==> src/rtl/victory_sprite_renderer.sv <==
// ---------------------------------------------------------------------------
// victory_sprite_renderer
//
// Draws the 11x11 trophy bitmap of the end-of-game screen at (POS_X, POS_Y),
// each bitmap cell SCALE x SCALE pixels. The sprite blinks between COLOR_A
// and COLOR_B every BLINK_FRAMES frames. Optionally it bounces vertically.
// Cell coordinates come from sub-pixel counters, so no divider is needed.
//
// Optional feature macro:
//   VICTORY_BOUNCE_EN - when defined, the sprite bounces 0..BOUNCE_AMP pixels
//                       downward in a triangle wave (one pixel per frame).
//
// Ports:
//   clk        in   pixel clock
//   reset      in   synchronous, active-high reset
//   enable     in   victory screen active
//   h_counter  in   [9:0] current pixel column (advances by 1 per clk in a line)
//   v_counter  in   [9:0] current line
//   R, G, B    out  [7:0] pixel colour, 0 outside the lit sprite cells
//   sprite_hit out  pixel belongs to a lit bitmap cell
//
// Latency: a pixel presented at cycle N appears on the outputs at cycle N+2.
// ---------------------------------------------------------------------------
module victory_sprite_renderer #(
    parameter int          SCALE        = 10,
    parameter int          POS_X        = 400,
    parameter int          POS_Y        = 200,
    parameter int          BLINK_FRAMES = 30,
    parameter int          BOUNCE_AMP   = 16,
    parameter logic [23:0] COLOR_A      = 24'hFFFF00,
    parameter logic [23:0] COLOR_B      = 24'hFFFFFF
) (
    input  logic       clk,
    input  logic       reset,
    input  logic       enable,
    input  logic [9:0] h_counter,
    input  logic [9:0] v_counter,
    output logic [7:0] R,
    output logic [7:0] G,
    output logic [7:0] B,
    output logic       sprite_hit
);

    localparam int          SPAN      = 11 * SCALE;
    localparam logic [10:0] X_LO      = 11'(POS_X);
    localparam logic [10:0] X_HI      = 11'(POS_X + SPAN);
    localparam logic [10:0] Y_BASE    = 11'(POS_Y);
    localparam logic [10:0] Y_SPAN    = 11'(SPAN);
    localparam logic [4:0]  SUB_MAX   = 5'(SCALE - 1);
    localparam int          FCNT_W    = (2 * BLINK_FRAMES > 1) ? $clog2(2 * BLINK_FRAMES) : 1;
    localparam logic [FCNT_W-1:0] FCNT_LAST = FCNT_W'(2 * BLINK_FRAMES - 1);
    localparam logic [FCNT_W-1:0] FCNT_HALF = FCNT_W'(BLINK_FRAMES);

    // Placement that runs off the bottom of the 480-line screen (at maximum
    // bounce) or an unsupported scale is a configuration error.
    if ((POS_Y + BOUNCE_AMP + SPAN > 480) || (SCALE < 1) || (SCALE > 31)) begin : g_bad_config
        $error("victory_sprite_renderer: illegal SCALE or sprite leaves the visible area");
    end

    // Lit columns of one bitmap row (bit c = column c).
    function automatic logic [10:0] bitmap_row(input logic [3:0] r);
        case (r)
            4'd0, 4'd5, 4'd10:       bitmap_row = 11'h1FC;
            4'd1, 4'd4:              bitmap_row = 11'h7FF;
            4'd2, 4'd3:              bitmap_row = 11'h5FD;
            4'd6, 4'd7, 4'd8, 4'd9:  bitmap_row = 11'h070;
            default:                 bitmap_row = 11'h000;
        endcase
    endfunction

    logic [10:0] h_ext;
    logic [10:0] v_ext;
    logic        frame_start;
    logic        line_start;

    assign h_ext       = {1'b0, h_counter};
    assign v_ext       = {1'b0, v_counter};
    assign line_start  = (h_counter == 10'd0);
    assign frame_start = line_start && (v_counter == 10'd0);

    // ------------------------------------------------------------------
    // Per-frame state: blink counter, bounce offset, latched origin/colour
    // ------------------------------------------------------------------
    logic [FCNT_W-1:0] fcnt_reg;
    logic [10:0]       y0_reg;
    logic              phase_b_reg;
    logic [10:0]       y0_frame;   // origin for a frame beginning on this cycle
    logic [10:0]       y0_cur;
    logic              phase_b_cur;

`ifdef VICTORY_BOUNCE_EN
    logic [9:0] off_reg;
    logic       dir_up_reg;   // 0: offset growing (sprite moving down)

    assign y0_frame = Y_BASE + {1'b0, off_reg};

    always_ff @(posedge clk) begin
        if (reset || !enable) begin
            off_reg    <= 10'd0;
            dir_up_reg <= 1'b0;
        end else if (frame_start && (BOUNCE_AMP > 0)) begin
            if (!dir_up_reg) begin
                off_reg <= off_reg + 10'd1;
                if (off_reg + 10'd1 == 10'(BOUNCE_AMP)) begin
                    dir_up_reg <= 1'b1;
                end
            end else begin
                off_reg <= off_reg - 10'd1;
                if (off_reg == 10'd1) begin
                    dir_up_reg <= 1'b0;
                end
            end
        end
    end
`else
    assign y0_frame = Y_BASE;
`endif

    // The frame-start pixel itself already belongs to the new frame, so the
    // freshly sampled values are forwarded on that cycle.
    assign y0_cur      = frame_start ? y0_frame : y0_reg;
    assign phase_b_cur = frame_start ? (fcnt_reg >= FCNT_HALF) : phase_b_reg;

    always_ff @(posedge clk) begin
        if (reset) begin
            fcnt_reg    <= '0;
            y0_reg      <= Y_BASE;
            phase_b_reg <= 1'b0;
        end else begin
            if (frame_start) begin
                y0_reg      <= y0_cur;
                phase_b_reg <= phase_b_cur;
            end
            if (!enable) begin
                fcnt_reg <= '0;
            end else if (frame_start) begin
                fcnt_reg <= (fcnt_reg == FCNT_LAST) ? '0 : fcnt_reg + 1'b1;
            end
        end
    end

    // ------------------------------------------------------------------
    // Column tracking: registers hold the cell state for the current pixel,
    // with the left edge forcing a restart.
    // ------------------------------------------------------------------
    logic [3:0] col_reg;
    logic [4:0] hsub_reg;
    logic [3:0] col_cur;
    logic [4:0] hsub_cur;
    logic       in_x;

    assign in_x = (h_ext >= X_LO) && (h_ext < X_HI);

    always_comb begin
        col_cur  = col_reg;
        hsub_cur = hsub_reg;
        if (h_ext == X_LO) begin
            col_cur  = 4'd0;
            hsub_cur = 5'd0;
        end
    end

    always_ff @(posedge clk) begin
        if (reset) begin
            col_reg  <= 4'd0;
            hsub_reg <= 5'd0;
        end else if (in_x) begin
            if (hsub_cur == SUB_MAX) begin
                hsub_reg <= 5'd0;
                col_reg  <= col_cur + 4'd1;
            end else begin
                hsub_reg <= hsub_cur + 5'd1;
                col_reg  <= col_cur;
            end
        end
    end

    // ------------------------------------------------------------------
    // Row tracking: advances once per line, on the h_counter==0 cycle.
    // ------------------------------------------------------------------
    logic [3:0] row_reg;
    logic [4:0] vsub_reg;
    logic [3:0] row_ls;
    logic [4:0] vsub_ls;
    logic [3:0] row_cur;
    logic       in_y;

    assign in_y = (v_ext >= y0_cur) && (v_ext < y0_cur + Y_SPAN);

    always_comb begin
        row_ls  = row_reg;
        vsub_ls = vsub_reg;
        if (v_ext == y0_cur) begin
            row_ls  = 4'd0;
            vsub_ls = 5'd0;
        end else if (in_y) begin
            if (vsub_reg == SUB_MAX) begin
                vsub_ls = 5'd0;
                row_ls  = row_reg + 4'd1;
            end else begin
                vsub_ls = vsub_reg + 5'd1;
            end
        end
    end

    assign row_cur = line_start ? row_ls : row_reg;

    always_ff @(posedge clk) begin
        if (reset) begin
            row_reg  <= 4'd0;
            vsub_reg <= 5'd0;
        end else if (line_start) begin
            row_reg  <= row_ls;
            vsub_reg <= vsub_ls;
        end
    end

    // ------------------------------------------------------------------
    // Bitmap lookup and two-stage output pipeline
    // ------------------------------------------------------------------
    logic [10:0] row_bits;
    logic        cell_lit;

    assign row_bits = bitmap_row(row_cur);
    assign cell_lit = (col_cur < 4'd11) && row_bits[col_cur];

    logic s1_en_reg;
    logic s1_region_reg;
    logic s1_bit_reg;
    logic s1_phase_b_reg;
    logic s1_hit;

    always_ff @(posedge clk) begin
        if (reset) begin
            s1_en_reg      <= 1'b0;
            s1_region_reg  <= 1'b0;
            s1_bit_reg     <= 1'b0;
            s1_phase_b_reg <= 1'b0;
        end else begin
            s1_en_reg      <= enable;
            s1_region_reg  <= in_x && in_y;
            s1_bit_reg     <= cell_lit;
            s1_phase_b_reg <= phase_b_cur;
        end
    end

    assign s1_hit = s1_en_reg && s1_region_reg && s1_bit_reg;

    always_ff @(posedge clk) begin
        if (reset) begin
            sprite_hit <= 1'b0;
            R          <= 8'd0;
            G          <= 8'd0;
            B          <= 8'd0;
        end else begin
            sprite_hit <= s1_hit;
            if (s1_hit) begin
                {R, G, B} <= s1_phase_b_reg ? COLOR_B : COLOR_A;
            end else begin
                {R, G, B} <= 24'd0;
            end
        end
    end

endmodule

==> config.mk <==
export PLATFORM = sky130hd
export DESIGN_NAME = victory_sprite_renderer
export DESIGN_NICKNAME = d
export VERILOG_FILES = /design/src/rtl/victory_sprite_renderer.sv
export SDC_FILE = /design/constraint.sdc
export NUM_CORES = 1
export LEC_CHECK = 0
export CORE_MARGIN = 1
export CORE_UTILIZATION = 59
export DETAILED_ROUTE_END_ITERATION = 12
export PLACE_DENSITY = 0.93
export SYNTH_ARGS = -nofsm -noshare
export SYNTH_HDL_FRONTEND = slang
export SYNTH_SLANG_ARGS = --single-unit
==> constraint.sdc <==
create_clock -name clk -period 13.95 [get_ports clk]
set_input_delay 3.4875 -clock clk [delete_from_list [all_inputs] [get_ports clk]]
set_output_delay 3.4875 -clock clk [all_outputs]
set_load 0.05 [all_outputs]
# After elaboration in Yosys (flattened, before gate mapping)
# Memory sizes are Yosys's and may differ from the RTL's.
# Cells that the tools add are included.
[word_totals]
ff_bits = 65
latchBits = 0
ram_bits = 0
rom_bits = 176
wordCells = 66
memories = 1
[memory_table]
columns = ["memory", "words", "word_bits", "read_ports", "rd_ports_with_merged_regs", "wr", "line", "source"]
rows = [
  ["(no name shown)", 16, 11, 1, 0, 0, "62", "case (r)"],
]
[classes]
n_addsub = 6
mul = 0
div_mod_pow = 0
magnitude_cmp = 7
n_eq_ne = 5
n_shift = 0
muxes = 17
bitwise_logic = 2
n_reduce_logical = 13
[op_table]
columns = ["op", "count"]
rows = [
  ["$mux W5", 5],
  ["$mux W4", 6],
  ["$logic_not A10 Y1", 2],
  ["$add A11 B7 Y11 const B", 1],
  ["$eq A10 B11 Y1", 1],
  ["$ge A10 B11 Y1", 1],
  ["$lt A10 B11 Y1", 1],
  ["$mux W11", 1],
  ["$add A5 B1 Y5 const B", 2],
  ["$eq A10 B9 Y1 const B", 1],
  ["$eq A5 B4 Y1 const B", 2],
  ["$ge A10 B9 Y1 const B", 1],
  ["$lt A10 B9 Y1 const B", 1],
  ["$add A4 B1 Y4 const B", 2],
  ["$mux W8", 1],
  ["$logic_and A1 B1 Y1", 7],
  ["$add A6 B1 Y6 const B", 1],
  ["$eq A6 B6 Y1 const B", 1],
  ["$ge A6 B5 Y1 const B", 1],
  ["$mux W6", 1],
  ["$lt A4 B5 Y1 const B", 1],
  ["$bmux W1 S4", 1],
  ["$lt A4 B4 Y1 const B", 1],
  ["$reduce_or A2 Y1", 2],
  ["other kinds (4)", 6],
]

# Logic depth before layout (Yosys ltp)
# Gate-level depths: netlist of run 1.
# An unclocked memory read counts as a cell.
[depth]
depth_word = 13
depth_mapped = 21
mapped_depth_nobuf = 20

# Worst setup path after synthesis of run 1
# OpenSTA, ideal clock, no wires.
[synth_timing]
path_type = "input port to flip-flop"
startpoint = "input v_counter[1]"
endpoint = "register s1_bit_reg"
arrival_ps = 7467
slack_ps = 6425
stages = 20
cell_sequence = "nor4_1 -> nand4_2 -> or2_4 -> clkbuf_1 -> nand2_1 -> ha_1 -> nand2_1 -> a2111o_1 -> and3_1 -> xor2_1 -> nand2_1 -> ha_1 -> a21oi_1 -> a32oi_4 -> o311ai_2 -> nand3_2 -> xnor2_1 -> o311a_1 -> a311oi_2 -> o211a_1"
[synth_between]
elab_chain_len = 13
[synth_lines]
columns = ["item", "line", "source"]
rows = [
  ["start, declared", "37", "input logic [9:0] v_counter,"],
  ["$logic_not A10 Y1", "79", "assign frame_start = line_start && (v_counter == 10'd0);"],
  ["$logic_and A1 B1 Y1", "79", ""],
  ["$mux W11", "121", "assign y0_cur = frame_start ? y0_frame : y0_reg;"],
  ["$add A11 B7 Y11", "188", "assign in_y = (v_ext >= y0_cur) && (v_ext < y0_cur + Y_SPAN);"],
  ["$lt A10 B11 Y1", "188", ""],
  ["$logic_and A1 B1 Y1", "188", ""],
  ["$mux W4", "196", "end else if (in_y) begin"],
  ["$mux W4 (*)", "193", "if (v_ext == y0_cur) begin"],
  ["$mux W4 (*)", "n/a", ""],
  ["$mem_v2 Z16 W11 (*)", "n/a", ""],
  ["$bmux W1 S4 (*)", "225", "assign cell_lit = (col_cur < 4'd11) && row_bits[col_cur];"],
  ["$mux W1 (implied by the code) (*)", "225", ""],
  ["$logic_and A1 B1 Y1 (*)", "225", ""],
  ["end signal, assigned", "242", "s1_bit_reg <= cell_lit;"],
  ["end, declared", "229", "logic s1_bit_reg;"],
]
# Mark *: on every way between the ends. The rest lies on a longest branch, timed or not. The select of a mux whose other input is x is not followed.
# A chain may end at the register's enable or synchronous reset.

# Worst setup path after layout of run 1
[layout_timing]
startpoint = "input v_counter[2]"
endpoint = "register s1_bit_reg"
# Same word-level chain as after synthesis.

==> results of run 1 <==
[layer usage]
layer	vias up	wire length, µm	track usage
met1	1322	3020	0.338
met2	113	3510	0.496
met3	16	546	0.0535
met4	0	149	0.103
li1	1369	-	-
met5	-	0	0
[layout by cell type (no fill, tap or decap), types with 2 or more instances in the layout]
cell type         n
and3_1            5
a21o_1            3
nor4_1            4
o21ai_0           9
clkbuf_8          6
o21a_1            2
nand3_1           8
nor2b_1           4
nand4_1           7
and2_1           14
nand2_1          35
o211ai_2          2
and4b_1           2
clkdlybuf4s50_1  47
o211a_1           2
dfxtp_1          43
inv_1            15
xor2_1            9
o21ai_1           2
nor2_1           43
or3_1             5
a211oi_1          8
nor4_4            2
a31oi_1           2
buf_4             3
a21oi_1          23
nor3_1           13
xnor2_1          10
nor3b_1           3
ha_1             28
nand2b_1          3
and3_2            2
[worst max-delay path, delay by kind of cell]
family / cells / cell delay [ps]
compound gates: 7 / 1870
simple gates: 8 / 1650
fa+ha+maj: 2 / 480
buf+inv: 1 / 460
xor+xnor: 2 / 300
[Yosys cell counts, drive strengths merged (2+ instances only)]
cell type | instances | area (µm²)
dfxtp | 43 | 861
nor2 | 43 | 161
nand2 | 36 | 138
ha | 28 | 350
buf | 24 | 188
a21oi | 23 | 115
and2 | 15 | 95.1
inv | 15 | 56.3
nor3 | 13 | 65.1
o21ai | 11 | 55.1
nand3 | 10 | 67.6
xnor2 | 10 | 87.6
a211oi | 9 | 72.6
clkbuf | 9 | 43.8
xor2 | 9 | 78.8
nand4 | 8 | 56.3
and3 | 7 | 46.3
nor4 | 7 | 80.1
or3 | 5 | 31.3
nor2b | 4 | 25.0
a21o | 3 | 22.5
nand2b | 3 | 18.8
nor3b | 3 | 22.5
o211ai | 3 | 32.5
a221oi | 2 | 35.0
a31oi | 2 | 12.5
a32oi | 2 | 36.3
and4b | 2 | 20.0
o211a | 2 | 20.0
o21a | 2 | 15.0
o311a | 2 | 31.3
o31a | 2 | 18.8
o31ai | 2 | 20.0
[per-stage QoR]
step	cell area, µm²	setup WS (ps)	util	std cells
finish	3620	5930	0.704	471
global route	3620	5670	0.704	471
CTS	3620	5970	0.704	471
detailed placement	3500	5680	0.681	463
global placement	3500	5900	0.681	463
floorplan	3150	6430	-	376
[logic make-up (layout without fill, tap and decap cells)]
| family | after synthesis | after routing |
|---|---|---|
| DFF | 43 | 43 |
| buffers and inverters | 48 | 73 |
| adders and majority gates | 28 | 28 |
| xor gates and xnor gates | 19 | 19 |
| AOI/OAI and AO/OA | 74 | 74 |
| muxes | 1 | 1 |
| and+or+nand+nor | 163 | 163 |
[worst paths after layout]
path / cells past startpoint / endpoint / startpoint
setup reg to reg: 16 / s1_bit_reg$_SDFF_PP0_ / y0_reg[1]$_SDFFE_PP0P_
hold / removal: 1 / B[6]$_SDFF_PP0_ / s1_phase_b_reg$_SDFF_PP0_
hold reg to reg: 1 / B[6]$_SDFF_PP0_ / s1_phase_b_reg$_SDFF_PP0_
setup / recovery: 20 / s1_bit_reg$_SDFF_PP0_ / v_counter[2]
[final cells by class]
type	instances	area share
flip-flops and latches	43	0.238
clock buffers	6	0.0228
inverters	15	0.0156
well taps	70	0.0242
clock inverters	2	0.00969
multi-input cells	285	0.553
repair buffers	50	0.136
[report_power, final]
group,internal [µW],switching (µW)
clock network,57.9,42.4
logic,11.4,12.5
registers,123,0.216
==> run metrics, run 1 <==
largest net degree at the start of global routing=32; Mapped Area=3150 µm²; RePlAce Congestion=0.922; mux share of post-synthesis cell area=0.00318; status=finished clean; Seq/Total Area, Yosys=0.273; H-tree Lvls=2; Register Area=861 µm²; critical path peak fanout=12; CTS resizes=0; vias in the first global route=2687; fmax=125 MHz; Slew HR=0.593; number of max-cap violations=0; synth warn=0; Final Max Tran Viols=0; die height=75.1 µm; clk buf depth=2; Max stage delay on crit path=460 ps; # DRC=0; drt pass-1 iters=4; FF+latch count, synth=43; crit start category=primary input; 1st-iter DRT viols=151; total power=247 µW; multi-input logic area=2000 µm²; unrepaired setup endpoints after global routing=no; Starting Density=0.613; Reg clk slew, reported paths=80 ps; # setup viols final=0; hold_ws=480 ps; post-DR wirelength/cell=15.4 µm; final worst clock skew=8.27 ps; Fin Setup TNS=0 ps; postcts setup bufs=0; Least-Margin Pin Slew=609 ps; reg2reg setup slack=10210 ps; Main synth FF type=dfxtp_1; Core Area=5140 µm²; post-synthesis simple-gate area fraction=0.283; max reg flops=11; worst hold path type=flip-flop to flip-flop; Netlist cell types=68; Period minus WS final=8020 ps; CP Class=primary input to flip-flop; Rows=26; main combinational cell family by area after synthesis=simple AND/OR/NAND/NOR gates; adder-cell share of the synthesized area=0.111; initial antenna violation count=0; Num CTS Buffers=5; Syn Inst Count=376; Hold Buf Count CTS=0; first-pass GRT wire length=12.1 mm; Worst path most repeated cell=nand2_1; crit path DAT=8260 ps; CTS sink cnt=43; Die X=75.1 µm; CTS root buffer=clkbuf_8; final hold vios=0; pwr dens=68.4 nW/µm²; I/O pin cnt=48; nets=451; Diodes inserted=0; Period Utilization, post-route=0.575; Vias=2820; CTS tree=built; P&R area growth vs syn=14.8%; routed vias/inst=5.99; xor-xnor portion of the synthesized cell area=0.0528; CP max-delay cell=clkdlybuf4s50_1; leakage power=0.00139 µW; Setup crit end kind=flip-flop; antenna-violating nets left=0; Port Buf Inserts=47; CP required=14190 ps; DP HPWL=5.41 mm; Fillers=422; Worst-Skew Late Latency=300 ps; Worst VDD drop=0.0357 mV; die area=5630 µm²; share of layout cells above drive strength 1=0.0873; critical path cell sequence=clkdlybuf4s50_1 -> nor4_1 -> nand4_2 -> or2_4 -> nand2_1 -> ha_1 -> nand2_1 -> a2111o_1 -> and3_1 -> xor2_1 -> nand2_1 -> ha_1 -> a21oi_1 -> a32oi_4 -> o311ai_2 -> nand3_2 -> xnor2_1 -> o311a_1 -> a311oi_2 -> o211a_1; Post-Syn Nets=427; gr usage total=0.281; Avg Cell Area, Syn=8.38 µm²; Post-synth EDFFs=0; total routed wirelength=7.23 mm; ys async rst share=0; Compound-Gate Fraction of Synth Area=0.185; remaining global-route overflow=0
No activity file was read; power rests on OpenSTA's default activity.
==> inputs of run 2 (changes only) <==
Settings changed: CORE_UTILIZATION 59 to 55, PLACE_DENSITY 0.93 to 0.88.
Clock period 13.95 ns to 8.12 ns, I/O delays scaled along.
==> run metrics, run 2 (synthesis gave the netlist of run 1 again) <==
status=finished clean; vias in the first global route=2702; final hold vios=0; Fillers=444; first-pass GRT wire length=11.8 mm; CTS root buffer=clkbuf_8; Period minus WS final=6620 ps; Core Area=5510 µm²; Setup crit end kind=flip-flop; Register Area=861 µm²; final worst clock skew=9.82 ps; fmax=151 MHz; Vias=2819; CP Class=primary input to flip-flop; critical path peak fanout=12; P&R area growth vs syn=14.9%; most common cell after layout, fill and taps aside=clkdlybuf4s50_1; clk buf depth=2; CP required=8360 ps; CTS sink cnt=43; reg2reg setup slack=4340 ps; CTS tree=built; Worst VDD drop=0.0810 mV; most frequent cells in the layout=clkdlybuf4s50_1, dfxtp_1, nor2_1; crit path DAT=6870 ps; Slew HR=0.586; Starting Density=0.572; multi-input logic area=2000 µm²; remaining global-route overflow=0; worst hold path type=flip-flop to flip-flop; FF-to-FF End=s1_bit_reg$_SDFF_PP0_; Reg clk slew, reported paths=80 ps; Num CTS Buffers=5; total routed wirelength=6.86 mm; antenna-violating nets left=0; post-DR wirelength/cell=14.5 µm; DP HPWL=5.21 mm; die height=77.7 µm; Worst-Skew Late Latency=300 ps; gr usage total=0.243; WP buf/inv=2; Fin Setup TNS=0 ps; CP max-delay cell=clkdlybuf4s50_1; Worst Hold End=B[6]$_SDFF_PP0_; share of layout cells above drive strength 1=0.0873; Diodes inserted=0; # DRC=0; H-tree Lvls=2; drt pass-1 iters=5; critical path cell sequence=clkdlybuf4s50_1 -> nor4_4 -> nand4_2 -> or2_4 -> nand2_1 -> ha_1 -> inv_1 -> o21ai_0 -> xor2_1 -> nor2_1 -> ha_1 -> nand2_1 -> o21ai_0 -> o2111ai_1 -> a32o_2 -> a32oi_1 -> nand3_1 -> o31a_1 -> and2_1 -> a21boi_1 -> o211a_1; unrepaired setup endpoints after global routing=no; reg-to-reg critical path startpoint=y0_reg[2]$_SDFFE_PP0P_; Max stage delay on crit path=500 ps; Rows=27; Least-Margin Pin Slew=620 ps; initial antenna violation count=0; postcts setup bufs=0; CP top delay family=compound AO/OA/AOI/OAI gates; Final Max Tran Viols=0; largest net degree at the start of global routing=32; total power=427 µW; # setup viols final=0; pwr dens=118 nW/µm²; routed vias/inst=5.96; leakage power=0.00139 µW; CTS resizes=0; Register-to-Register Path Depth=16; Min-Delay Path Depth=1; min-delay src=s1_phase_b_reg$_SDFF_PP0_; RePlAce Congestion=0.883; Hold Buf Count CTS=0; Period Utilization, post-route=0.815; nets=451; number of max-cap violations=0; Port Buf Inserts=47; 1st-iter DRT viols=125; max reg flops=11; crit start category=primary input; I/O pin cnt=48; Die X=77.7 µm; die area=6030 µm²
==> run 2: power breakdown <==
part / internal [µW] / leakage (µW) / switching (µW)
Clock: 99.5 / 0.0000612 / 75.1
Sequential: 211 / 0.000347 / 0.355
Combinational: 19.6 / 0.000982 / 20.9
==> run 2: worst max path at each step <==
stage               slack (ps)  cells past startpoint                     to          from
global placement          1500                     20  s1_bit_reg$_SDFF_PP0_  h_counter[4]
global route              1190                     21  s1_bit_reg$_SDFF_PP0_  h_counter[4]
detailed placement        1300                     21  s1_bit_reg$_SDFF_PP0_  h_counter[4]
floorplan                 2050                     20  s1_bit_reg$_SDFF_PP0_  v_counter[1]
CTS                       1510                     21  s1_bit_reg$_SDFF_PP0_  h_counter[4]
finish                    1500                     21  s1_bit_reg$_SDFF_PP0_  h_counter[4]
==> run 2: final cells by class <==
type	instances	share of cell area
multi-input cells	285	0.553
flip-flops and latches	43	0.238
repair buffers	50	0.136
well taps	72	0.0249
clock buffers	6	0.0228
inverters	15	0.0156
clock inverters	2	0.00968
==> run 2: stage by stage <==
| step | std cells | utilization | area [µm²] | hold WS, ps | setup slack, ps |
|---|---|---|---|---|---|
| global placement | 465 | 0.636 | 3500 | 411 | 1500 |
| global route | 473 | 0.657 | 3620 | 449 | 1190 |
| CTS | 473 | 0.657 | 3620 | 440 | 1510 |
| floorplan | 376 | - | 3150 | 406 | 2050 |
| finish | 473 | 0.657 | 3620 | 439 | 1500 |
| detailed placement | 465 | 0.636 | 3500 | 424 | 1300 |
==> run 2: worst reg2reg max path, cell delays in order (launching register included) <==
cell,delay (ps)
dfxtp_1,350
nor3_1,310
nor2b_1,140
nor2_1,140
xor2_1,160
nand2_1,90
ha_1,310
a21oi_1,160
o21ai_0,180
o2111ai_1,410
a32oi_4,120
o311ai_2,340
nand3_2,160
o31ai_2,320
o21ai_1,120
a41oi_1,230
o211a_1,170
==> run 2: metal layers <==
metal | GRT usage | routed length [µm]
met1 | 0.292 | 3000
met2 | 0.418 | 3300
met3 | 0.0553 | 411
met4 | 0.0925 | 147
met5 | 0 | 0
==> inputs of run 3 (changes only) <==
Clock period 8.12 ns to 6.33 ns, I/O delays scaled along.
==> run metrics, run 3 (synthesis gave the netlist of run 1 again) <==
max reg flops=11; critical path cell sequence=clkdlybuf4s50_1 -> nor4_4 -> nand4_2 -> or2_4 -> nand2_1 -> ha_1 -> nand2_1 -> a2111o_1 -> and3_1 -> xor2_1 -> nand2_1 -> ha_1 -> o2111ai_1 -> a32o_2 -> a32oi_1 -> and2_1 -> o21ai_1 -> a221oi_1 -> a41oi_1 -> o211a_1; Num CTS Buffers=5; fmax=167 MHz; Die X=77.7 µm; DP HPWL=5.26 mm; switching share of power=0.237; H-tree Lvls=2; Final Max Tran Viols=0; Starting Density=0.572; antenna-violating nets left=0; CTS sink cnt=43; Fin Setup TNS=0 ps; total routed wirelength=6.85 mm; reg-to-reg critical path startpoint=y0_reg[1]$_SDFFE_PP0P_; Core Area=5510 µm²; CP required=6530 ps; Period minus WS final=6000 ps; unrepaired setup endpoints after global routing=no; Worst-Skew Late Latency=300 ps; switching pwr=123 µW; Hold Buf Count CTS=0; Rows=27; Min-Delay Path Depth=1; Placed Cells incl. Taps=467; Diodes inserted=0; first-pass GRT wire length=11.4 mm; die area=6030 µm²; Pint=396 µW; Vias=2794; number of max-cap violations=0; final worst slack=335 ps; postcts setup bufs=0; Least-Margin Pin Slew=601 ps; min-delay src=s1_phase_b_reg$_SDFF_PP0_; final worst clock skew=10.8 ps; Register Area=861 µm²; status=finished clean; CTS tree=built; Worst path most repeated cell=nand2_1; # setup viols final=0; Worst VDD drop=0.118 mV; critical path peak fanout=12; Setup crit end kind=flip-flop; vias in the first global route=2503; Fillers=429; clk buf depth=2; combinational power share=0.100; I/O pin cnt=48; Port Buf Inserts=47; nets=453; post-DR wirelength/cell=14.4 µm; crit start category=primary input; leakage power=0.00139 µW; die height=77.7 µm; Sequential Power Share=0.523; Period Utilization, post-route=0.947; routed vias/inst=5.88; gr usage total=0.235; Reg clk slew, reported paths=90 ps; most common cell after layout, fill and taps aside=clkdlybuf4s50_1; Post-DP Area=3520 µm²; dpl ws=22.9 ps; RePlAce Congestion=0.886; P&R area growth vs syn=15.3%; initial antenna violation count=0; worst hold path type=flip-flop to flip-flop; largest net degree at the start of global routing=32; Register-to-Register Path Depth=16; 1st-iter DRT viols=177; most frequent cells in the layout=clkdlybuf4s50_1, dfxtp_1, nor2_1; fin area=3630 µm²; CTS root buffer=clkbuf_8; final std cells w/o fill=475; # DRC=0; Slew HR=0.598; final core utilization=0.660; multi-input logic area=2010 µm²; share of layout cells above drive strength 1=0.0943; CP max-delay cell=clkdlybuf4s50_1; Clk pwr share=0.376; CP Class=primary input to flip-flop; final hold vios=0; Max stage delay on crit path=490 ps; remaining global-route overflow=0; Worst Setup SP=h_counter[4]; drt pass-1 iters=4; crit path DAT=6190 ps; pwr dens=143 nW/µm²
-- run 3: cell types whose count changed in the layout (fill, tap and decap cells not counted), sizes merged --
cell | previous run | this run
clkbuf | 6 | 7
bufinv | 1 | 0
clkinvlp | 0 | 1
buf | 3 | 5
clkinv | 1 | 0
-- run 3: critical path: cells and delay by family --
kind | cells | cell delay (ps)
simple gates | 8 | 1540
compound gates | 8 | 1920
buf+inv | 1 | 490
fa+ha+maj | 2 | 500
xor+xnor | 1 | 130
-- run 3: timing repair --
action	CTS	global route
setup endpoints to repair	0	1
resized for setup	0	3
hold endpoints to repair	0	0
-- run 3: final timing paths --
check,end,slack [ps]
setup reg to reg,s1_bit_reg$_SDFF_PP0_,2640
setup / recovery,s1_bit_reg$_SDFF_PP0_,330
hold reg to reg,B[6]$_SDFF_PP0_,440
hold / removal,B[6]$_SDFF_PP0_,440
-- run 3: stage by stage --
| step | hold WS (ps) | power, µW |
|---|---|---|
| detailed placement | 430 | 329 |
| finish | 441 | 519 |
| floorplan | 406 | 303 |
| global placement | 411 | 327 |
| global route | 487 | 537 |
| CTS | 449 | 521 |
-- run 3: area by class of cell --
class / count / share of cell area
flip-flops and latches: 43 / 0.237
well taps: 72 / 0.0248
multi-input cells: 285 / 0.554
clock buffers: 7 / 0.0265
clock inverters: 1 / 0.00207
inverters: 15 / 0.0155
repair buffers: 52 / 0.140
-- run 3: layer usage --
| layer | global-route usage | part of all wire | vias up |
|---|---|---|---|
| li1 | - | - | 1388 |
| met1 | 0.298 | 0.45 | 1285 |
| met2 | 0.402 | 0.48 | 110 |
| met3 | 0.0459 | 0.066 | 11 |
| met4 | 0.0679 | 0.011 | 0 |
| met5 | 0 | 0 | - |
-- run 3: power groups by stage --
stage	clock [µW]	sequential (µW)	combinational, µW
5_1_grt	209	272	57.2
6_report	195	271	52.1
3_5_place_dp	0	278	50.8
3_3_place_gp	0	278	49.7
2_1_floorplan	0	278	25.1
4_1_cts	198	271	50.9
